[config.mk]
export PLATFORM = sky130hd
export DESIGN_NAME = hilo_muldiv_unit_flat
export DESIGN_NICKNAME = d
export VERILOG_FILES = /design/src/rtl/hilo_pkg.sv /design/src/rtl/hilo_muldiv_unit_if.sv /design/src/rtl/muldiv_iter_core.sv /design/src/rtl/hilo_muldiv_unit.sv /design/src/flat_wrapper.sv
export SDC_FILE = /design/constraint.sdc
export NUM_CORES = 1
export LEC_CHECK = 0
export CORE_ASPECT_RATIO = 0.7
export CORE_MARGIN = 2
export CORE_UTILIZATION = 50
export CTS_CLUSTER_DIAMETER = 150
export DETAILED_ROUTE_END_ITERATION = 12
export GPL_TIMING_DRIVEN = 0
export PLACE_DENSITY_LB_ADDON = 0.15
export SETUP_SLACK_MARGIN = 0.4
export SYNTH_ARGS = -nofsm -noshare
export SYNTH_HDL_FRONTEND = slang
export SYNTH_SLANG_ARGS = --single-unit
[constraint.sdc]
create_clock -name clk -period 6.2 [get_ports clk]
set_input_delay 0.62 -clock clk [delete_from_list [all_inputs] [get_ports clk]]
set_output_delay 0.62 -clock clk [all_outputs]
set_load 0.02 [all_outputs]
[src/rtl/hilo_pkg.sv]
// Shared op codes, FSM state encodings and default width for the HI/LO mul/div unit.
package hilo_pkg;

   localparam int unsigned WIDTH_DEF = 32;

   localparam logic [2:0] OP_MTHI  = 3'd0;
   localparam logic [2:0] OP_MTLO  = 3'd1;
   localparam logic [2:0] OP_MULT  = 3'd2;
   localparam logic [2:0] OP_MULTU = 3'd3;
   localparam logic [2:0] OP_DIV   = 3'd4;
   localparam logic [2:0] OP_DIVU  = 3'd5;

   localparam logic [1:0] ST_IDLE = 2'd0;
   localparam logic [1:0] ST_RUN  = 2'd1;
   localparam logic [1:0] ST_FIX  = 2'd2;

   function automatic logic op_is_muldiv(input logic [2:0] code);
      return (code == OP_MULT) || (code == OP_MULTU) || (code == OP_DIV) || (code == OP_DIVU);
   endfunction

   function automatic logic op_is_signed(input logic [2:0] code);
      return (code == OP_MULT) || (code == OP_DIV);
   endfunction

   function automatic logic op_is_div(input logic [2:0] code);
      return (code == OP_DIV) || (code == OP_DIVU);
   endfunction

endpackage

[src/rtl/hilo_muldiv_unit_if.sv]
// Request/result bundle between the EX stage (master) and the HI/LO unit (slave).
interface hilo_muldiv_unit_if
   import hilo_pkg::*;
#(
   parameter int unsigned WIDTH = WIDTH_DEF
);

   logic             op_valid;
   logic [2:0]       op_code;
   logic [WIDTH-1:0] op_a;
   logic [WIDTH-1:0] op_b;
   logic             flush;
   logic             op_ready;
   logic             busy;
   logic             done;
   logic             div0;
   logic [WIDTH-1:0] rhi;
   logic [WIDTH-1:0] rlo;

   modport master (
      output op_valid, op_code, op_a, op_b, flush,
      input  op_ready, busy, done, div0, rhi, rlo
   );

   modport slave (
      input  op_valid, op_code, op_a, op_b, flush,
      output op_ready, busy, done, div0, rhi, rlo
   );

endinterface

[src/rtl/muldiv_iter_core.sv]
// Magnitude datapath: shift-add multiply or restoring divide, one iteration per step.
// After WIDTH steps acc holds {hi,lo} = product, or {remainder, quotient}.
module muldiv_iter_core
   import hilo_pkg::*;
#(
   parameter int unsigned WIDTH = WIDTH_DEF
) (
   input  logic               clk,
   input  logic               rst,
   input  logic               load,
   input  logic               step,
   input  logic               is_div,
   input  logic [WIDTH-1:0]   a,
   input  logic [WIDTH-1:0]   b,
   output logic [2*WIDTH-1:0] acc
);

   logic [2*WIDTH-1:0] acc_q;
   logic [2*WIDTH-1:0] acc_nxt;
   logic [WIDTH-1:0]   b_q;
   logic               div_q;
   logic [WIDTH:0]     add_sum;
   logic [WIDTH:0]     rem_ext;
   logic [WIDTH:0]     diff;

   // Multiplier sits in the low half and is consumed LSB-first; dividend shifts out of the low half
   // into the partial remainder while quotient bits fill in from the bottom.
   always_comb begin
      add_sum = {1'b0, acc_q[2*WIDTH-1:WIDTH]} + {1'b0, b_q};
      rem_ext = acc_q[2*WIDTH-1:WIDTH-1];
      diff    = rem_ext - {1'b0, b_q};
      acc_nxt = acc_q;
      if (div_q) begin
         if (!diff[WIDTH])
            acc_nxt = {diff[WIDTH-1:0], acc_q[WIDTH-2:0], 1'b1};
         else
            acc_nxt = {acc_q[2*WIDTH-2:0], 1'b0};
      end else begin
         if (acc_q[0])
            acc_nxt = {add_sum, acc_q[WIDTH-1:1]};
         else
            acc_nxt = {1'b0, acc_q[2*WIDTH-1:1]};
      end
   end

   always_ff @(posedge clk) begin
      if (rst) begin
         acc_q <= '0;
         b_q   <= '0;
         div_q <= 1'b0;
      end else if (load) begin
         acc_q <= {{WIDTH{1'b0}}, a};
         b_q   <= b;
         div_q <= is_div;
      end else if (step) begin
         acc_q <= acc_nxt;
      end
   end

   assign acc = acc_q;

endmodule

[src/rtl/hilo_muldiv_unit.sv]
// HI/LO register unit with iterative mul/div engine (IDLE -> RUN -> FIX -> IDLE).
// Define HILO_FWD_EN to bypass the value being written onto rhi/rlo in the same cycle.
module hilo_muldiv_unit
   import hilo_pkg::*;
#(
   parameter int unsigned WIDTH = WIDTH_DEF
) (
   input  logic               clk,
   input  logic               rst,
   hilo_muldiv_unit_if.slave  bus
);

   localparam int unsigned CNT_W = $clog2(WIDTH + 1);

   logic [1:0]         state_q;
   logic [CNT_W-1:0]   cnt_q;
   logic               div_q;
   logic               qneg_q;
   logic               rneg_q;
   logic               zero_q;
   logic               done_q;
   logic               div0_q;
   logic [WIDTH-1:0]   hi_q;
   logic [WIDTH-1:0]   lo_q;

   logic               idle;
   logic               accept;
   logic               start_md;
   logic               sgn;
   logic               a_neg;
   logic               b_neg;
   logic [WIDTH-1:0]   a_mag;
   logic [WIDTH-1:0]   b_mag;
   logic [2*WIDTH-1:0] acc;
   logic [2*WIDTH-1:0] prod;
   logic [WIDTH-1:0]   quo;
   logic [WIDTH-1:0]   rem;
   logic               hi_we;
   logic               lo_we;
   logic [WIDTH-1:0]   hi_wd;
   logic [WIDTH-1:0]   lo_wd;

   assign idle     = (state_q == ST_IDLE);
   assign accept   = bus.op_valid && idle;
   assign start_md = accept && op_is_muldiv(bus.op_code);
   assign sgn      = op_is_signed(bus.op_code);
   assign a_neg    = sgn && bus.op_a[WIDTH-1];
   assign b_neg    = sgn && bus.op_b[WIDTH-1];
   assign a_mag    = a_neg ? -bus.op_a : bus.op_a;
   assign b_mag    = b_neg ? -bus.op_b : bus.op_b;

   muldiv_iter_core #(
      .WIDTH (WIDTH)
   ) u_core (
      .clk    (clk),
      .rst    (rst),
      .load   (start_md),
      .step   (state_q == ST_RUN),
      .is_div (op_is_div(bus.op_code)),
      .a      (a_mag),
      .b      (b_mag),
      .acc    (acc)
   );

   // Signed results are rebuilt from magnitudes; MIN/-1 wraps to MIN naturally.
   always_comb begin
      prod = qneg_q ? -acc : acc;
      quo  = qneg_q ? -acc[WIDTH-1:0] : acc[WIDTH-1:0];
      rem  = rneg_q ? -acc[2*WIDTH-1:WIDTH] : acc[2*WIDTH-1:WIDTH];
   end

   always_comb begin
      hi_we = 1'b0;
      lo_we = 1'b0;
      hi_wd = hi_q;
      lo_wd = lo_q;
      if (idle) begin
         if (accept && bus.op_code == OP_MTHI) begin
            hi_we = 1'b1;
            hi_wd = bus.op_a;
         end
         if (accept && bus.op_code == OP_MTLO) begin
            lo_we = 1'b1;
            lo_wd = bus.op_a;
         end
      end else if (state_q == ST_FIX && !bus.flush && !(div_q && zero_q)) begin
         hi_we = 1'b1;
         lo_we = 1'b1;
         hi_wd = div_q ? rem : prod[2*WIDTH-1:WIDTH];
         lo_wd = div_q ? quo : prod[WIDTH-1:0];
      end
   end

   always_ff @(posedge clk) begin
      if (rst) begin
         state_q <= ST_IDLE;
         cnt_q   <= '0;
         div_q   <= 1'b0;
         qneg_q  <= 1'b0;
         rneg_q  <= 1'b0;
         zero_q  <= 1'b0;
         done_q  <= 1'b0;
         div0_q  <= 1'b0;
         hi_q    <= '0;
         lo_q    <= '0;
      end else begin
         done_q <= 1'b0;
         div0_q <= 1'b0;
         if (hi_we) hi_q <= hi_wd;
         if (lo_we) lo_q <= lo_wd;
         case (state_q)
            ST_IDLE: begin
               if (start_md) begin
                  state_q <= ST_RUN;
                  cnt_q   <= CNT_W'(WIDTH);
                  div_q   <= op_is_div(bus.op_code);
                  qneg_q  <= a_neg ^ b_neg;
                  rneg_q  <= a_neg;
                  zero_q  <= (bus.op_b == '0);
               end
            end
            ST_RUN: begin
               if (bus.flush) begin
                  state_q <= ST_IDLE;
               end else begin
                  cnt_q <= cnt_q - 1'b1;
                  if (cnt_q == CNT_W'(1)) state_q <= ST_FIX;
               end
            end
            ST_FIX: begin
               state_q <= ST_IDLE;
               if (!bus.flush) begin
                  done_q <= 1'b1;
                  div0_q <= div_q && zero_q;
               end
            end
            default: state_q <= ST_IDLE;
         endcase
      end
   end

   assign bus.op_ready = idle;
   assign bus.busy     = !idle;
   assign bus.done     = done_q;
   assign bus.div0     = div0_q;

`ifdef HILO_FWD_EN
   assign bus.rhi = hi_we ? hi_wd : hi_q;
   assign bus.rlo = lo_we ? lo_wd : lo_q;
`else
   assign bus.rhi = hi_q;
   assign bus.rlo = lo_q;
`endif

endmodule

[src/flat_wrapper.sv]
// flat-port wrapper written by rule: the top's interface ports become plain ports
module hilo_muldiv_unit_flat import hilo_pkg::*;
#(
   parameter int unsigned WIDTH = WIDTH_DEF
)
  (clk, rst, bus_op_valid, bus_op_code, bus_op_a, bus_op_b, bus_flush, bus_op_ready, bus_busy, bus_done, bus_div0, bus_rhi, bus_rlo);
  hilo_muldiv_unit_if #(.WIDTH(WIDTH)) bus_i ();
  input  logic clk;
  input  logic rst;
  input wire logic [$bits(bus_i.op_valid)-1:0] bus_op_valid;
  input wire logic [$bits(bus_i.op_code)-1:0] bus_op_code;
  input wire logic [$bits(bus_i.op_a)-1:0] bus_op_a;
  input wire logic [$bits(bus_i.op_b)-1:0] bus_op_b;
  input wire logic [$bits(bus_i.flush)-1:0] bus_flush;
  output wire logic [$bits(bus_i.op_ready)-1:0] bus_op_ready;
  output wire logic [$bits(bus_i.busy)-1:0] bus_busy;
  output wire logic [$bits(bus_i.done)-1:0] bus_done;
  output wire logic [$bits(bus_i.div0)-1:0] bus_div0;
  output wire logic [$bits(bus_i.rhi)-1:0] bus_rhi;
  output wire logic [$bits(bus_i.rlo)-1:0] bus_rlo;
  assign bus_i.op_valid = bus_op_valid;
  assign bus_i.op_code = bus_op_code;
  assign bus_i.op_a = bus_op_a;
  assign bus_i.op_b = bus_op_b;
  assign bus_i.flush = bus_flush;
  assign bus_op_ready = bus_i.op_ready;
  assign bus_busy = bus_i.busy;
  assign bus_done = bus_i.done;
  assign bus_div0 = bus_i.div0;
  assign bus_rhi = bus_i.rhi;
  assign bus_rlo = bus_i.rlo;
  hilo_muldiv_unit #(.WIDTH(WIDTH)) u_core (.clk(clk), .rst(rst), .bus(bus_i));
endmodule
==> impl_metrics.py, run 1 <==
metrics = {
    "place": {
        "place_hpwl_um": 50320,
        "io_buffers": 136,
        "routabilityCongestion": 1.027,
        "preCtsSetupSlack_ps": 1761,
    },
    "yosys": {
        "synth_flop_cell": "dfxtp_1",
        "synth_area_per_cell_um2": 7.400,
        "yosys_warnings": 0,
        "async_flop_share": 0,
        "synth_edf_count": 0,
        "synth-seq-area-share": 0.2434,
        "syn_nets": 2089,
        "synth-seq-cells": 175,
        "synth_area_um2": 14390,
        "synth_cell_types": 75,
        "syn_inst": 1945,
    },
    "worst_setup_path": {
        "crit_required_ps": 6540,
        "ff2ff_path_depth": 12,
        "path_cells": "inv_1, fa_1, nor2b_1, o211ai_1, a21oi_1, nor4_1, o41a_1, and2_0, nor2_1, buf_2, mux2i_1, a2111oi_0",
        "r2r_setup_slack_ps": 1510,
        "reg2reg_to": "u_core.u_core.acc[62]",
        "crit_start": "u_core.u_core.acc[32]",
        "path_max_fanout": 10,
        "cp_num_buf_inv": 2,
        "cpMaxStageDelayCell": "nor2_1",
        "crit_path_start_kind": "flip-flop",
        "crit_arrival_ps": 5040,
        "critical-path-top-delay-family": "compound AO/OA/AOI/OAI gates",
        "worstSetupPathType": "flip-flop to flip-flop",
        "slowest_delay_ps": 620,
        "reg2reg_from": "u_core.u_core.acc[32]",
        "cp-end-kind": "flip-flop",
    },
    "status": {
        "status": "finished, violations left",
        "violations": "max-capacitance violations",
    },
    "worst_hold_path": {
        "min-delay-start": "u_core.bus.rhi[17]",
        "hold_path_end": "u_core.bus.rhi[17]",
        "hold_depth": 2,
        "hp-class": "flip-flop to flip-flop",
    },
    "clock_network": {
        "clock_sinks": 175,
        "cts_setup_buffers": 0,
        "tritoncts": "yes",
        "clk_latency_ps": 470,
        "htreeDepth": 4,
        "cts_max_path_buffers": 2,
        "clk_root_buffer_cell": "clkbuf_16",
        "ctsHoldBuffers": 0,
        "numCtsBuffers": 17,
        "ctsResizeCount": 0,
        "clkTransAtPathRegs_ps": 80,
    },
    "pwr": {
        "peakVddDrop_mv": 0.2198,
        "total_power_mw": 3.627,
        "powerDensity_nw_per_um2": 216.0,
        "p_comb_frac": 0.337,
        "p_int_mw": 2.179,
        "clockPowerShare": 0.308,
        "p_switching_mw": 1.449,
        "power.leakage_nw": 6.121,
        "p_sw_frac": 0.3994,
        "pwr-share-seq": 0.356,
    },
    "timing": {
        "hold_viol": 0,
        "skew_ps": 16.67,
        "slew-limit-headroom": 0.01080,
        "fin_crit_sh": 0.7570,
        "finalSetupTns_ps": 0,
        "fin_crit_ps": 4694,
        "rsz0062_at_grt": "false",
        "slew_violations": 0,
        "max_freq_mhz": 213.1,
        "layout_setup_ws_ps": 1506,
        "worstMarginPinSlew_ps": 1470,
        "finalSetupViolations": 0,
        "whs_ps": 455.5,
    },
    "global_route": {
        "grt_pass1_vias": 14819,
        "antenna_found_initial": 0,
        "grt_overflow": 0,
        "grt_use_total": 0.4096,
        "grt_pass1_wl_um": 92290,
        "grt_max_degree": 18,
    },
    "finish": {
        "final_common_cell": "nor2_1",
        "nNetsFinal": 2244,
        "area_delta_synth_final_pct": 16.69,
        "layout-drive-gt1-share": 0.02934,
        "n_antenna_cell": 0,
        "final_cell_mix": "nor2_1, a21oi_1, dfxtp_1",
    },
    "drt": {
        "top_layer": "met5",
        "route.met3.wl_um": 10250,
        "drt-met1-wl_um": 28310,
        "wl_met2_um": 23030,
        "vias": 16405,
        "ant_nets": 0,
        "avgViaCountPerCell": 6.604,
        "wl_per_cell_um": 25.35,
        "routed_wl_um": 62970,
        "drt_iter0_markers": 2427,
        "post-route-drc-count": 0,
        "drtPass1Iterations": 6,
    },
    "floorplan": {
        "die-area_um2": 30180,
        "coreArea_um2": 28080,
        "die_h_um": 146.0,
        "top_level_ports": 139,
        "start_util": 0.5126,
        "chipWidth_um": 206.8,
        "rows": 51,
    },
    "job": {
        "drv_cap": 1,
    },
}
## worst max-delay path by stage
stage	endpoint	cells after the start	slack, ps
floorplan	u_core.bus.rhi[20]	11	2940
global route	u_core.u_core.acc[62]	12	1330
CTS	u_core.u_core.acc[62]	12	1740
global placement	u_core.u_core.acc[62]	12	1920
detailed placement	u_core.u_core.acc[62]	12	1760
finish	u_core.u_core.acc[62]	12	1510
## power groups by stage
| stage | Clock, mW | Combinational, mW | Sequential, mW |
|---|---|---|---|
| 6_report | 1.12 | 1.22 | 1.29 |
| 5_1_grt | 1.14 | 1.30 | 1.29 |
| 4_1_cts | 1.10 | 1.17 | 1.28 |
| 3_5_place_dp | 0 | 1.16 | 1.31 |
| 3_3_place_gp | 0 | 1.16 | 1.30 |
| 2_1_floorplan | 0 | 0.762 | 1.27 |
## Yosys cell counts, drive strengths merged (6+ instances only)
cell type / n / share of area
ha: 71 / 0.062
o21bai: 12 / 0.0063
o21ai: 116 / 0.041
mux2i: 44 / 0.031
a311oi: 17 / 0.010
and3: 16 / 0.0070
or2: 11 / 0.0048
a211o: 14 / 0.0085
nand2: 167 / 0.044
buf: 16 / 0.0054
xnor2: 80 / 0.049
o31ai: 41 / 0.022
nor4: 16 / 0.0080
nand4: 11 / 0.0048
mux2: 6 / 0.0047
o211a: 6 / 0.0042
nor2: 213 / 0.056
a21oi: 196 / 0.068
o41ai: 19 / 0.012
a221oi: 17 / 0.010
or4: 19 / 0.010
xor2: 87 / 0.053
nor2b: 15 / 0.0065
clkbuf: 125 / 0.033
or3: 29 / 0.013
dfxtp: 175 / 0.24
inv: 56 / 0.015
nor3: 47 / 0.016
a31oi: 17 / 0.0074
nand3: 42 / 0.015
a211oi: 90 / 0.047
a21o: 32 / 0.017
o211ai: 20 / 0.010
o22ai: 6 / 0.0026
nand2b: 17 / 0.0074
o21a: 8 / 0.0042
and2: 8 / 0.0035
## sequential cells by signal (all words and copies together), names as in the netlist
register / count
u_core.u_core.acc: 64
u_core.bus.rhi: 32
u_core.bus.rlo: 32
u_core.u_core.b_q: 32
u_core.cnt_q: 6
u_core.state_q: 2
u_core.bus.div0: 1
u_core.bus.done: 1
u_core.div_q: 1
u_core.qneg_q: 1
u_core.rneg_q: 1
u_core.u_core.div_q: 1
u_core.zero_q: 1
## layer usage
layer / vias up / global-route usage
met5: - / 0.03896
met4: 4 / 0.09113
met3: 132 / 0.1731
met2: 1118 / 0.5174
met1: 7722 / 0.6211
li1: 7429 / -
## cell type report
| cell class | instances | area [um^2] |
|---|---|---|
| sequential | 175 | 3503 |
| inverter | 59 | 221.5 |
| clock buffer | 17 | 425.4 |
| fill | 2695 | 11280 |
| buffer | 141 | 546.8 |
| timing repair buffer | 136 | 1361 |
| clock inverter | 15 | 151.4 |
| multi-input combinational | 1570 | 10120 |
| tap | 371 | 464.2 |
## stage by stage
step | area, um^2 | utilization | cells
floorplan | 14390 | - | 1945
global placement | 16220 | 0.5776 | 2452
detailed placement | 16220 | 0.5776 | 2452
CTS | 16790 | 0.5982 | 2484
global route | 16790 | 0.5982 | 2484
finish | 16790 | 0.5982 | 2484
## cells by family (layout without fill, tap and decap cells)
logic type	Yosys count	count (layout)	synth area share
AOI/OAI and AO/OA	657	657	0.2995
xor gates and xnor gates	167	167	0.1016
muxes	50	50	0.03529
and+or+nand+nor	623	623	0.2023
DFF	175	175	0.2434
adders and majority gates	73	73	0.06450
buffers and inverters	200	368	0.05338
## worst min-delay path, stage by stage (launching register included)
cell     delay [ps]
dfxtp_1         310
nand2_1          50
a21oi_1          50
No activity file was read; power rests on OpenSTA's default activity.
==> inputs of run 2 (changes only) <==
==> constraint.sdc (replaced) <==
create_clock -name clk -period 3.8 [get_ports clk]
set_input_delay 0.38 -clock clk [delete_from_list [all_inputs] [get_ports clk]]
set_output_delay 0.38 -clock clk [all_outputs]
set_load 0.02 [all_outputs]
==> run 2 against run 1 <==
Effect of this change: the flow now finishes without violations; via count rose by 1.3%; critical path depth shrank 2; fmax up 35%; final area rose by 4.0%; largest cell class unchanged; global-route usage increased by 0.32 points; clock skew fell by 3.4 ps; final cell count rose by 0.72%; utilization up 2.4 points; critical path type unchanged; sequential cell count unchanged; combinational power up 77%.
==> impl_metrics.py, run 2 (synthesis results as in run 1) <==
metrics = {
    "status": {
        "status": "finished, final reports clean",
    },
    "global_route": {
        "met2_usage": 0.5236,
        "grt_pass1_vias": 14954,
        "grt_max_degree": 18,
        "gr-usage-met1": 0.6139,
        "grt_overflow": 0,
        "use_met3": 0.1906,
        "grt_use_total": 0.4128,
        "antenna_found_initial": 0,
        "grt-busiest-layer": "met1",
        "grt_pass1_wl_um": 92940,
    },
    "pwr": {
        "powerDensity_nw_per_um2": 348.5,
        "peakVddDrop_mv": 0.3507,
        "power.leakage_nw": 6.383,
        "total_power_mw": 6.084,
    },
    "floorplan": {
        "chipWidth_um": 206.8,
        "start_util": 0.5126,
        "top_level_ports": 139,
        "die_h_um": 146.0,
        "coreArea_um2": 28080,
        "rows": 51,
        "die-area_um2": 30180,
    },
    "timing": {
        "skew_ps": 13.29,
        "fin_crit_sh": 0.9133,
        "slew_violations": 0,
        "rsz0062_at_grt": "true",
        "slew-limit-headroom": 0.3112,
        "worstMarginPinSlew_ps": 1033,
        "layout_setup_ws_ps": 329.4,
        "whs_ps": 328.5,
        "max_freq_mhz": 288.1,
        "hold_viol": 0,
        "finalSetupTns_ps": 0,
        "fin_crit_ps": 3471,
        "finalSetupViolations": 0,
    },
    "finish": {
        "final_common_cell": "nor2_1",
        "area_delta_synth_final_pct": 21.31,
        "instances_no_fill": 2502,
        "largest_register_ffs": 64,
        "layout-drive-gt1-share": 0.08826,
        "nNetsFinal": 2261,
        "final_cell_mix": "nor2_1, a21oi_1, nand2_1",
    },
    "worst_hold_path": {
        "hold_depth": 2,
        "min-delay-start": "bus_flush",
        "hp-class": "input pin to flip-flop",
        "hold_path_end": "u_core.state_q[1]",
    },
    "clock_network": {
        "clock_sinks": 175,
        "cts_max_path_buffers": 2,
        "numCtsBuffers": 17,
        "clk_latency_ps": 460,
        "tritoncts": "yes",
        "htreeDepth": 4,
        "clkTransAtPathRegs_ps": 80,
        "clk_root_buffer_cell": "clkbuf_16",
    },
    "drt": {
        "vias": 16620,
        "avgViaCountPerCell": 6.643,
        "wl_per_cell_um": 25.58,
        "drt_iter0_markers": 2432,
        "routed_wl_um": 63990,
        "ant_nets": 0,
        "drtPass1Iterations": 6,
        "post-route-drc-count": 0,
    },
    "place": {
        "place_hpwl_um": 50320,
        "preCtsSetupSlack_ps": -638.7,
        "placed_cells": 2452,
        "io_buffers": 136,
        "routabilityCongestion": 1.027,
    },
    "worst_setup_path": {
        "critical-path-top-delay-family": "simple AND/OR/NAND/NOR gates",
        "reg2reg_to": "u_core.bus.rhi[12]",
        "crit_top_cell": "or4_4",
        "worstSetupPathType": "flip-flop to flip-flop",
        "r2r_setup_slack_ps": 330,
        "crit_arrival_ps": 3870,
        "crit_path_start_kind": "flip-flop",
        "ff2ff_path_depth": 10,
        "slowest_delay_ps": 610,
        "cpMaxStageDelayCell": "or4_4",
        "cp_num_buf_inv": 2,
        "reg2reg_from": "u_core.u_core.acc[11]",
        "crit_required_ps": 4200,
        "cp-end-kind": "flip-flop",
        "path_cells": "clkbuf_2, or4_4, or4b_4, or4_4, o21ai_4, buf_6, a31oi_4, xnor2_2, a211o_1, a21oi_1",
        "path_max_fanout": 8,
    },
    "job": {
        "drv_cap": 0,
    },
}
[run 2: changes by cell type in the layout (fill, tap and decap cells not counted), moves of 14 or more]
cell / previous run / this run
buf_4: 0 / 14
dfxtp_2: 0 / 16
clkbuf_1: 125 / 104
clkbuf_2: 0 / 16
dfxtp_1: 175 / 159
[run 2: per-layer routing]
layer | part of all wire | wire length [um]
met1 | 0.44 | 28180
met3 | 0.17 | 10760
met2 | 0.37 | 23670
met4 | 0.020 | 1294
met5 | 0.0015 | 99
[run 2: worst max path at each step]
| stage | from | slack (ps) | cells after the start | endpoint |
|---|---|---|---|---|
| global route | u_core.u_core.acc[15] | 240 | 10 | u_core.bus.rhi[22] |
| CTS | u_core.u_core.acc[31] | 300 | 13 | u_core.u_core.acc[62] |
| floorplan | u_core.u_core.acc[15] | 540 | 11 | u_core.bus.rhi[20] |
| finish | u_core.u_core.acc[11] | 330 | 10 | u_core.bus.rhi[12] |
| global placement | u_core.u_core.acc[32] | -480 | 12 | u_core.u_core.acc[62] |
| detailed placement | u_core.u_core.acc[32] | -640 | 12 | u_core.u_core.acc[62] |
[run 2: layout make-up]
class / count / area, um^2
sequential: 175 / 3523
clock inverter: 15 / 151.4
antenna: 1 / 2.502
inverter: 59 / 221.5
fill: 2624 / 10620
tap: 371 / 464.2
buffer: 141 / 600.6
timing repair buffer: 153 / 1498
multi-input combinational: 1570 / 10570
clock buffer: 17 / 425.4
[run 2: through the flow]
stage,utilization,area (um^2)
finish,0.6218,17460
global placement,0.5776,16220
CTS,0.6079,17070
detailed placement,0.5776,16220
global route,0.6217,17460
floorplan,-,14390
[run 2: power by group]
part	internal, mW	switching (mW)
Combinational	0.784	1.37
Sequential	1.93	0.176
Clock	0.927	0.889
[run 2: worst reg2reg max path, delay by kind of cell, from the launching register on]
family	cells	cell delay, ps
compound gates	4	840
xor+xnor	1	220
buf+inv	2	360
flops	1	300
simple gates	3	1690
[run 2: what timing repair did]
item	in CTS	in global routing
gates cloned	1	0
pin swaps	14	30
hold buffers	0	0
hold endpoints to repair	0	0
resized for setup	62	96
setup buffers	7	9
endpoints found under the setup margin	55	72
==> inputs of run 3 (changes only) <==
--- a/config.mk
+++ b/config.mk
@@ -5,6 +5,8 @@
 export SDC_FILE = /design/constraint.sdc
 export NUM_CORES = 1
 export LEC_CHECK = 0
+export ABC_CLOCK_PERIOD_IN_PS = 3800
+export CAP_MARGIN = 20
 export CORE_ASPECT_RATIO = 0.7
 export CORE_MARGIN = 2
 export CORE_UTILIZATION = 50
==> run 3 against run 2 <==
Effect of this change: critical path type unchanged; sequential power about the same; via count down 0.17%; hold slack got worse by 3.0 ps; critical endpoint unchanged; fmax down 0.88%; combinational power hardly changed; non-clock buffer count is 1 higher; clock skew barely moved; first-iteration DRC count fell by 0.37%; highest routed layer unchanged; register-to-register slack worse by 30 ps; largest power group unchanged; routed wire length hardly changed; critical path depth unchanged.
==> impl_metrics.py, run 3 (synthesis results as in run 1) <==
metrics = {
    "worst_hold_path": {
        "hold_path_end": "u_core.state_q[1]",
        "min-delay-start": "bus_flush",
        "hp-class": "input pin to flip-flop",
        "hold_depth": 2,
    },
    "timing": {
        "slew_violations": 0,
        "slew-limit-headroom": 0.3505,
        "hold_viol": 0,
        "fin_crit_ps": 3502,
        "max_freq_mhz": 285.6,
        "rsz0062_at_grt": "true",
        "finalSetupTns_ps": 0,
        "whs_ps": 325.6,
        "fin_crit_sh": 0.9215,
        "finalSetupViolations": 0,
        "skew_ps": 13.76,
        "worstMarginPinSlew_ps": 974.3,
    },
    "global_route": {
        "grt_max_degree": 18,
        "grt_overflow": 0,
        "grt_pass1_vias": 14954,
        "antenna_found_initial": 0,
        "grt_use_total": 0.4128,
        "grt_pass1_wl_um": 92940,
    },
    "place": {
        "routabilityCongestion": 1.027,
        "io_buffers": 136,
        "place_hpwl_um": 50320,
        "post_dp_cell_area_um2": 16220,
    },
    "clock_network": {
        "ctsHoldBuffers": 0,
        "cts_max_path_buffers": 2,
        "clock_sinks": 175,
        "clk_latency_ps": 460,
        "htreeDepth": 4,
        "tritoncts": "yes",
        "clkTransAtPathRegs_ps": 80,
        "numCtsBuffers": 17,
        "clk_root_buffer_cell": "clkbuf_16",
    },
    "floorplan": {
        "start_util": 0.5126,
        "top_level_ports": 139,
        "die-area_um2": 30180,
        "coreArea_um2": 28080,
        "die_h_um": 146.0,
        "rows": 51,
        "chipWidth_um": 206.8,
    },
    "drt": {
        "routed_wl_um": 63940,
        "vias": 16592,
        "avgViaCountPerCell": 6.631,
        "drt_iter0_markers": 2423,
        "drtPass1Iterations": 6,
        "wl_per_cell_um": 25.56,
        "post-route-drc-count": 0,
        "ant_nets": 0,
    },
    "finish": {
        "n_antenna_cell": 0,
        "layout-drive-gt1-share": 0.09010,
        "final_cell_mix": "nor2_1, a21oi_1, nand2_1",
        "area_delta_synth_final_pct": 21.43,
        "fin_area_um2": 17480,
        "nNetsFinal": 2262,
        "post-route-util": 0.6225,
        "fillCellCount": 2621,
        "largest_register_ffs": 64,
        "final_common_cell": "nor2_1",
    },
    "worst_setup_path": {
        "path_cells": "clkbuf_2, or4_4, or4b_4, or4_4, o21ai_4, buf_6, a31oi_2, xnor2_2, a211o_1, a21oi_1",
        "crit_path_start_kind": "flip-flop",
        "cp-end-kind": "flip-flop",
        "crit_top_cell": "or4_4",
        "ff2ff_path_depth": 10,
        "r2r_setup_slack_ps": 300,
        "worstSetupPathType": "flip-flop to flip-flop",
        "crit_arrival_ps": 3900,
        "reg2reg_from": "u_core.u_core.acc[11]",
        "worstSetupPathDepth": 10,
        "critical-path-top-delay-family": "simple AND/OR/NAND/NOR gates",
        "crit_required_ps": 4200,
        "slowest_delay_ps": 610,
        "cpMaxStageDelayCell": "or4_4",
        "path_max_fanout": 8,
        "reg2reg_to": "u_core.bus.rhi[12]",
        "cp_num_buf_inv": 2,
    },
    "pwr": {
        "power.leakage_nw": 6.392,
        "powerDensity_nw_per_um2": 348.1,
        "peakVddDrop_mv": 0.3549,
    },
    "job": {
        "drv_cap": 0,
    },
    "status": {
        "status": "finished, final reports clean",
    },
}
[run 3: worst register-to-register path, stage by stage, from the launching register on]
cell and delay [ps]:
dfxtp_1 300, clkbuf_2 210, or4_4 620, or4b_4 540
or4_4 540, o21ai_4 270, buf_6 160, a31oi_2 110
xnor2_2 220, a211o_1 330, a21oi_1 150
[run 3: worst max path at each step]
| stage | endpoint | start | slack (ps) |
|---|---|---|---|
| floorplan | u_core.bus.rhi[20] | u_core.u_core.acc[15] | 540 |
| global placement | u_core.u_core.acc[62] | u_core.u_core.acc[32] | -480 |
| detailed placement | u_core.u_core.acc[62] | u_core.u_core.acc[32] | -640 |
| CTS | u_core.u_core.acc[62] | u_core.u_core.acc[31] | 300 |
| global route | u_core.bus.rhi[22] | u_core.u_core.acc[15] | 240 |
| finish | u_core.bus.rhi[12] | u_core.u_core.acc[11] | 300 |
[run 3: cell type report]
type | count | area (um^2) | area share
Sequential cell | 175 | 3526 | 0.2017
Multi-Input combinational cell | 1570 | 10590 | 0.6060
Clock buffer | 17 | 425.4 | 0.02434
Tap cell | 371 | 464.2 | 0.02656
Timing Repair Buffer | 154 | 1499 | 0.08577
Inverter | 59 | 221.5 | 0.01267
Clock inverter | 15 | 151.4 | 0.008663
Buffer | 141 | 599.3 | 0.03429
[run 3: per-layer routing]
layer,wire [um],track usage,vias to the layer above
met2,23770,0.5236,1159
met3,10850,0.1906,129
met5,99,0.02435,-
met1,27870,0.6139,7819
met4,1352,0.09645,2
li1,-,-,7483
[run 3: where the power goes]
group | switching, mW | internal (mW)
Sequential | 0.177 | 1.93
Clock | 0.885 | 0.927
Combinational | 1.37 | 0.786
[run 3: what timing repair did]
action | 4_1_cts | 5_1_grt
endpoints found under the setup margin | 55 | 70
cloned | 1 | 0
gates resized for setup | 62 | 97
buffers inserted | 7 | 9
pin swaps | 14 | 29
[run 3: metrics by stage]
stage | setup WS, ps | cells | total power, mW
after floorplan | 539.8 | 1945 | 3.317
after global routing | 241.2 | 2502 | 6.272
after CTS | 300.1 | 2492 | 5.862
after global placement | -481.7 | 2452 | 4.014
after detailed placement | -638.7 | 2452 | 4.025
final | 298.4 | 2502 | 6.084
